==> config.mk <==
export PLATFORM = sky130hd
export DESIGN_NAME = pio_exec_unit
export DESIGN_NICKNAME = d
export VERILOG_FILES = /design/src/rtl/pio_pkg.sv /design/src/rtl/pio_jmp_cond.sv /design/src/rtl/pio_exec_unit.sv
export SDC_FILE = /design/constraint.sdc
export NUM_CORES = 1
export LEC_CHECK = 0
export CORE_MARGIN = 2
export CORE_UTILIZATION = 45
export CTS_CLUSTER_DIAMETER = 120
export DETAILED_ROUTE_END_ITERATION = 6
export PLACE_DENSITY = 0.75
export SETUP_SLACK_MARGIN = 0.2
export SLEW_MARGIN = 15
export SYNTH_ARGS = -nofsm -noshare
export SYNTH_HDL_FRONTEND = slang
export SYNTH_SLANG_ARGS = --single-unit
==> constraint.sdc <==
create_clock -name clk -period 5.19 [get_ports clk]
set_input_delay 1.038 -clock clk [delete_from_list [all_inputs] [get_ports clk]]
set_output_delay 1.038 -clock clk [all_outputs]
set_load 0.03 [all_outputs]
==> src/rtl/pio_pkg.sv <==
// pio_pkg: shared encodings and field positions for the PIO execution stage
package pio_pkg;
  localparam int OP_LSB  = 13;
  localparam int DLY_LSB = 8;
  localparam int ARG_LSB = 5;
  localparam logic [2:0] OP_JMP  = 3'b000;
  localparam logic [2:0] OP_WAIT = 3'b001;
  localparam logic [2:0] OP_MOV  = 3'b101;
  localparam logic [2:0] OP_SET  = 3'b111;
  localparam logic [2:0] C_ALWAYS = 3'd0;
  localparam logic [2:0] C_XZ     = 3'd1;
  localparam logic [2:0] C_XDEC   = 3'd2;
  localparam logic [2:0] C_YZ     = 3'd3;
  localparam logic [2:0] C_YDEC   = 3'd4;
  localparam logic [2:0] C_XNEY   = 3'd5;
  localparam logic [2:0] C_PIN    = 3'd6;
  localparam logic [2:0] D_PINS    = 3'd0;
  localparam logic [2:0] D_X       = 3'd1;
  localparam logic [2:0] D_Y       = 3'd2;
  localparam logic [2:0] D_PINDIRS = 3'd4;
  localparam logic [2:0] S_GPIO = 3'd0;
  localparam logic [2:0] S_X    = 3'd1;
  localparam logic [2:0] S_Y    = 3'd2;
  localparam logic [2:0] S_NULL = 3'd3;
  localparam logic [1:0] MOP_INV = 2'b01;
  localparam logic [1:0] W_GPIO  = 2'b00;
  typedef enum logic {EXEC, DELAY} state_t;
endpackage

==> src/rtl/pio_jmp_cond.sv <==
// pio_jmp_cond: evaluates a JMP condition against pre-decrement X/Y and the jump pin
module pio_jmp_cond
  import pio_pkg::*;
(
  input  logic [2:0]  cond,
  input  logic [31:0] x,
  input  logic [31:0] y,
  input  logic        pin,
  output logic        taken
);
  always_comb
    case (cond)
      C_ALWAYS: taken = 1'b1;
      C_XZ:     taken = x == '0;
      C_XDEC:   taken = x != '0;
      C_YZ:     taken = y == '0;
      C_YDEC:   taken = y != '0;
      C_XNEY:   taken = x != y;
      C_PIN:    taken = pin;
      default:  taken = 1'b0;
    endcase
endmodule

==> src/rtl/pio_exec_unit.sv <==
// pio_exec_unit: executes one PIO instruction per cycle with WAIT stalls and delay cycles
module pio_exec_unit
  import pio_pkg::*;
#(
  parameter int JMP_PIN = 0
) (
  input  logic        clk,
  input  logic        rst,
  input  logic        sm_en,
  input  logic [15:0] instr,
  input  logic [31:0] gpio_in,
  output logic        pc_en,
  output logic        jump_en,
  output logic [3:0]  jump,
  output logic [4:0]  set_pins,
  output logic [4:0]  set_pindirs,
  output logic [31:0] x_out,
  output logic [31:0] y_out
);
  state_t state, state_nx;
  logic [4:0] dcnt, delay, pins_nx, dirs_nx;
  logic [2:0] op, arg, src;
  logic [3:0] lat_target, strobe_target;
  logic [31:0] mov_src, mov_val, x_nx, y_nx;
  logic lat_taken, cond_taken, taken, wait_ok, commit, strobe, strobe_taken, mov_ok, set_op;
  assign op = instr[OP_LSB +: 3];
  assign delay = instr[DLY_LSB +: 5];
  assign arg = instr[ARG_LSB +: 3];
  assign src = instr[2:0];
  pio_jmp_cond u_cond (
    .cond (arg),
    .x    (x_out),
    .y    (y_out),
    .pin  (gpio_in[JMP_PIN]),
    .taken(cond_taken)
  );
  assign taken = op == OP_JMP && cond_taken;
  assign wait_ok = !(op == OP_WAIT && instr[6:5] == W_GPIO && gpio_in[instr[4:0]] != instr[7]);
  assign commit = state == EXEC && wait_ok;
  always_comb begin
    strobe = commit ? delay == '0 : state == DELAY && dcnt == 5'd1;
    strobe_taken = commit ? taken : lat_taken;
    strobe_target = commit ? instr[3:0] : lat_target;
    state_nx = commit && delay != '0 ? DELAY : strobe ? EXEC : state;
  end
  // strobes are suppressed while frozen or in reset so the program counter never moves
  assign pc_en = sm_en && !rst && strobe && !strobe_taken;
  assign jump_en = sm_en && !rst && strobe && strobe_taken;
  assign jump = jump_en ? strobe_target : '0;
  always_comb begin
    set_op = op == OP_SET;
    mov_ok = op == OP_MOV && src <= S_NULL;
    mov_src = src == S_GPIO ? gpio_in : src == S_X ? x_out : src == S_Y ? y_out : '0;
    mov_val = instr[4:3] == MOP_INV ? ~mov_src : mov_src;
    x_nx = op == OP_JMP && arg == C_XDEC ? x_out - 32'd1 :
           mov_ok && arg == D_X ? mov_val :
           set_op && arg == D_X ? {27'd0, instr[4:0]} : x_out;
    y_nx = op == OP_JMP && arg == C_YDEC ? y_out - 32'd1 :
           mov_ok && arg == D_Y ? mov_val :
           set_op && arg == D_Y ? {27'd0, instr[4:0]} : y_out;
    pins_nx = mov_ok && arg == D_PINS ? mov_val[4:0] :
              set_op && arg == D_PINS ? instr[4:0] : set_pins;
    dirs_nx = set_op && arg == D_PINDIRS ? instr[4:0] : set_pindirs;
  end
  always_ff @(posedge clk)
    if (rst) begin
      state <= EXEC;
      dcnt <= '0;
      lat_taken <= 1'b0;
      lat_target <= '0;
      x_out <= '0;
      y_out <= '0;
      set_pins <= '0;
      set_pindirs <= '0;
    end else if (sm_en) begin
      state <= state_nx;
      dcnt <= commit ? delay : state == DELAY ? dcnt - 5'd1 : dcnt;
      if (commit) begin
        lat_taken <= taken;
        lat_target <= instr[3:0];
        x_out <= x_nx;
        y_out <= y_nx;
        set_pins <= pins_nx;
        set_pindirs <= dirs_nx;
      end
    end
endmodule

==> run metrics <==
DR vias 7910; DR iter-0 viols 1027; area leader, netlist dfxtp_1; Worst Reg-to-Reg Cells 10; pin count of the biggest net entering global routing 54; GRT Overall Usage 30.8%; PD cells 198 nW/µm²; Reg clk slew, reported paths 0.06 ns; CP required 4.15 ns; CTS max path bufs 2; Worst Path Max Fanout 4; CTS Buf Count 9; layout cells sized above 1 7.42%; Max-slew headroom 14.6%; WL final 25.9 mm; TNS Setup 0 ns; Max Freq 207 MHz; maxcap violations 0; asr flop ratio synth 0%; synthesized area per cell 7.30 µm²; total power 0.00172 W; Cell Area, Synth 7020 µm²; Max Slew Vio Count 0; final cycle utilization of the critical path 93.2%; DRC 0; Top Ports 131; min Tclk post-route 4.84 ns; # port buffers 130; Vias/cell 6.45; Post-layout nets 1091; Placer Congestion 0.996; clk_lat worst skew 0.35 ns; Cells after Synth 962; CP Launch Type primary input; number of setup violations in the final report 0; Yosys reg bits 85; Starting Density 46.2%; worst-margin pin slew 1.27 ns; Die Y 129 µm; first drt pass iteration count 6; wire per inst 21.1 µm; status completed; P&R area growth vs syn 23.7%; VDD IR-drop max 171 µV; vias in the first global route 7002; syn_nets 1019; CP Capture Point jump[2]; Ys Warns 0; initial antenna violation count 0; clk sinks 85; H-Tree Depth 3; Worst Hold Class reg -> reg; post-DP HPWL 18.3 mm; Die X 129 µm; most common cell after layout, fill and taps aside nor2_1; Seq/Total Area, Yosys 24.2%; prevailing post-synth register cell dfxtp_1; reg-to-reg slack, setup 1.94 ns; FP Rows 45; final hold vios 0; CTS tree done; Post-CTS Setup Bufs 0; Core ar. 15200 µm²; GR Overflow Total 0; number of routed nets with antenna violations 0; CP arrival 3.80 ns; ant diodes 0; reg2reg end y_out[26]; global-route wire length before repair 39.6 mm; full die area 16600 µm²; skew final 0.00911 ns; commonest non-fill, non-tap cells in the layout 141 x nor2_1, 121 x clkdlybuf4s50_1, 85 x dfxtp_1, 79 x a21oi_1, 77 x nand2_1; RSZ-0062 raised after global routing false; Worst Setup End Kind output pin; Finished Layout Cells 1226; WS Path Type in -> out; CTS root buf clkbuf_16; leakage dissipation 3.34 nW; synth top area cells dfxtp_1 24%, nor2_1 7.5%, xnor2_1 6.6%; number of flops mapped to enable cells by yosys 0; library cells used by synthesis 70; Yosys top cell area share 24.2%; crit path from gpio_in[21]; DP Cell Count 1211; Critical R2R Launch y_out[0]
-- per-layer routing --
layer	up-vias	track usage [%]	wire length, µm
li1	3605	-	-
met1	3699	41.8	10600
met2	514	47.9	11600
met3	92	5.07	2570
met4	0	14.5	1160
met5	-	0	0
-- flip-flops by register name (all words and copies together) (netlist names) --
signal,flops
x_out,32
y_out,32
lat_target,4
lat_taken,1
state,1
set_pins,5
set_pindirs,5
dcnt,5
-- layout make-up --
class                      count  area, µm²
clock inverter                 5       60.1
sequential                    85       1700
timing repair buffer         158       1490
multi-input combinational    768       4910
clock buffer                  10        239
inverter                      12       45.0
fill                        1435       6520
tap                          188        235
-- timing repair --
| action | 4_1_cts | 5_1_grt |
|---|---|---|
| setup endpoints to repair | 0 | 4 |
| gates resized for setup | 0 | 2 |
| hold endpoints to repair | 0 | 0 |
| hold buffers | 0 | 0 |
-- per-stage QoR --
stage	utilization (%)	hold WS (ns)	area (µm²)	setup slack, ns
2_1_floorplan	-	0.436	7020	0.228
3_3_place_gp	55.1	0.444	8380	0.355
3_5_place_dp	55.1	0.450	8380	0.334
4_1_cts	57.1	0.459	8680	0.318
5_1_grt	57.1	0.477	8690	0.206
6_report	57.1	0.457	8690	0.352
-- report_power, final --
| part | internal, W | switching [W] |
|---|---|---|
| Combinational | 0.000154 | 0.000223 |
| Sequential | 0.000662 | 0.0000163 |
| Clock | 0.000385 | 0.000281 |
-- cell families (layout without fill, tap and decap cells) --
family | after synthesis | in the layout | share of synthesized area [%]
buf+inv | 109 | 185 | 6.15
fa+ha+maj | 6 | 6 | 1.07
xor+xnor | 90 | 90 | 11.2
mux | 54 | 54 | 8.67
flops | 85 | 85 | 24.2
compound gates | 255 | 255 | 23.9
simple gates | 363 | 363 | 24.7
-- cells in the mapped netlist, types with 10 or more instances --
| cell | count |
|---|---|
| a21oi_1 | 79 |
| a22oi_1 | 10 |
| clkbuf_1 | 80 |
| dfxtp_1 | 85 |
| inv_1 | 11 |
| mux2i_1 | 44 |
| nand2_1 | 77 |
| nand2b_1 | 15 |
| nand3_1 | 18 |
| nand4_1 | 10 |
| nor2_1 | 141 |
| nor2b_1 | 11 |
| nor3_1 | 32 |
| nor4_1 | 15 |
| o211a_1 | 13 |
| o211ai_1 | 10 |
| o21ai_0 | 38 |
| o21ai_1 | 19 |
| o221ai_1 | 20 |
| o22ai_1 | 16 |
| or3_1 | 12 |
| xnor2_1 | 53 |
| xor2_1 | 37 |
-- worst min-delay path by stage --
stage | cells past startpoint | endpoint | slack, ns | from
6_report | 2 | set_pindirs[3] | 0.46 | set_pindirs[3]
5_1_grt | 2 | set_pins[1] | 0.48 | set_pins[1]
4_1_cts | 2 | lat_target[0] | 0.46 | lat_target[0]
3_5_place_dp | 2 | lat_target[0] | 0.45 | lat_target[0]
3_3_place_gp | 2 | set_pindirs[0] | 0.44 | set_pindirs[0]
2_1_floorplan | 2 | lat_target[0] | 0.44 | lat_target[0]
-- worst max-delay path, stage by stage --
cell	delay, ns
clkdlybuf4s50_1	0.49
mux4_2	0.27
nor2_1	0.05
or4_1	0.56
a32oi_2	0.34
mux2i_2	0.30
nor2_1	0.12
buf_4	0.19
mux2i_1	0.11
nor3_1	0.15
buf_4	0.19
No activity file was read; power rests on OpenSTA's default activity.
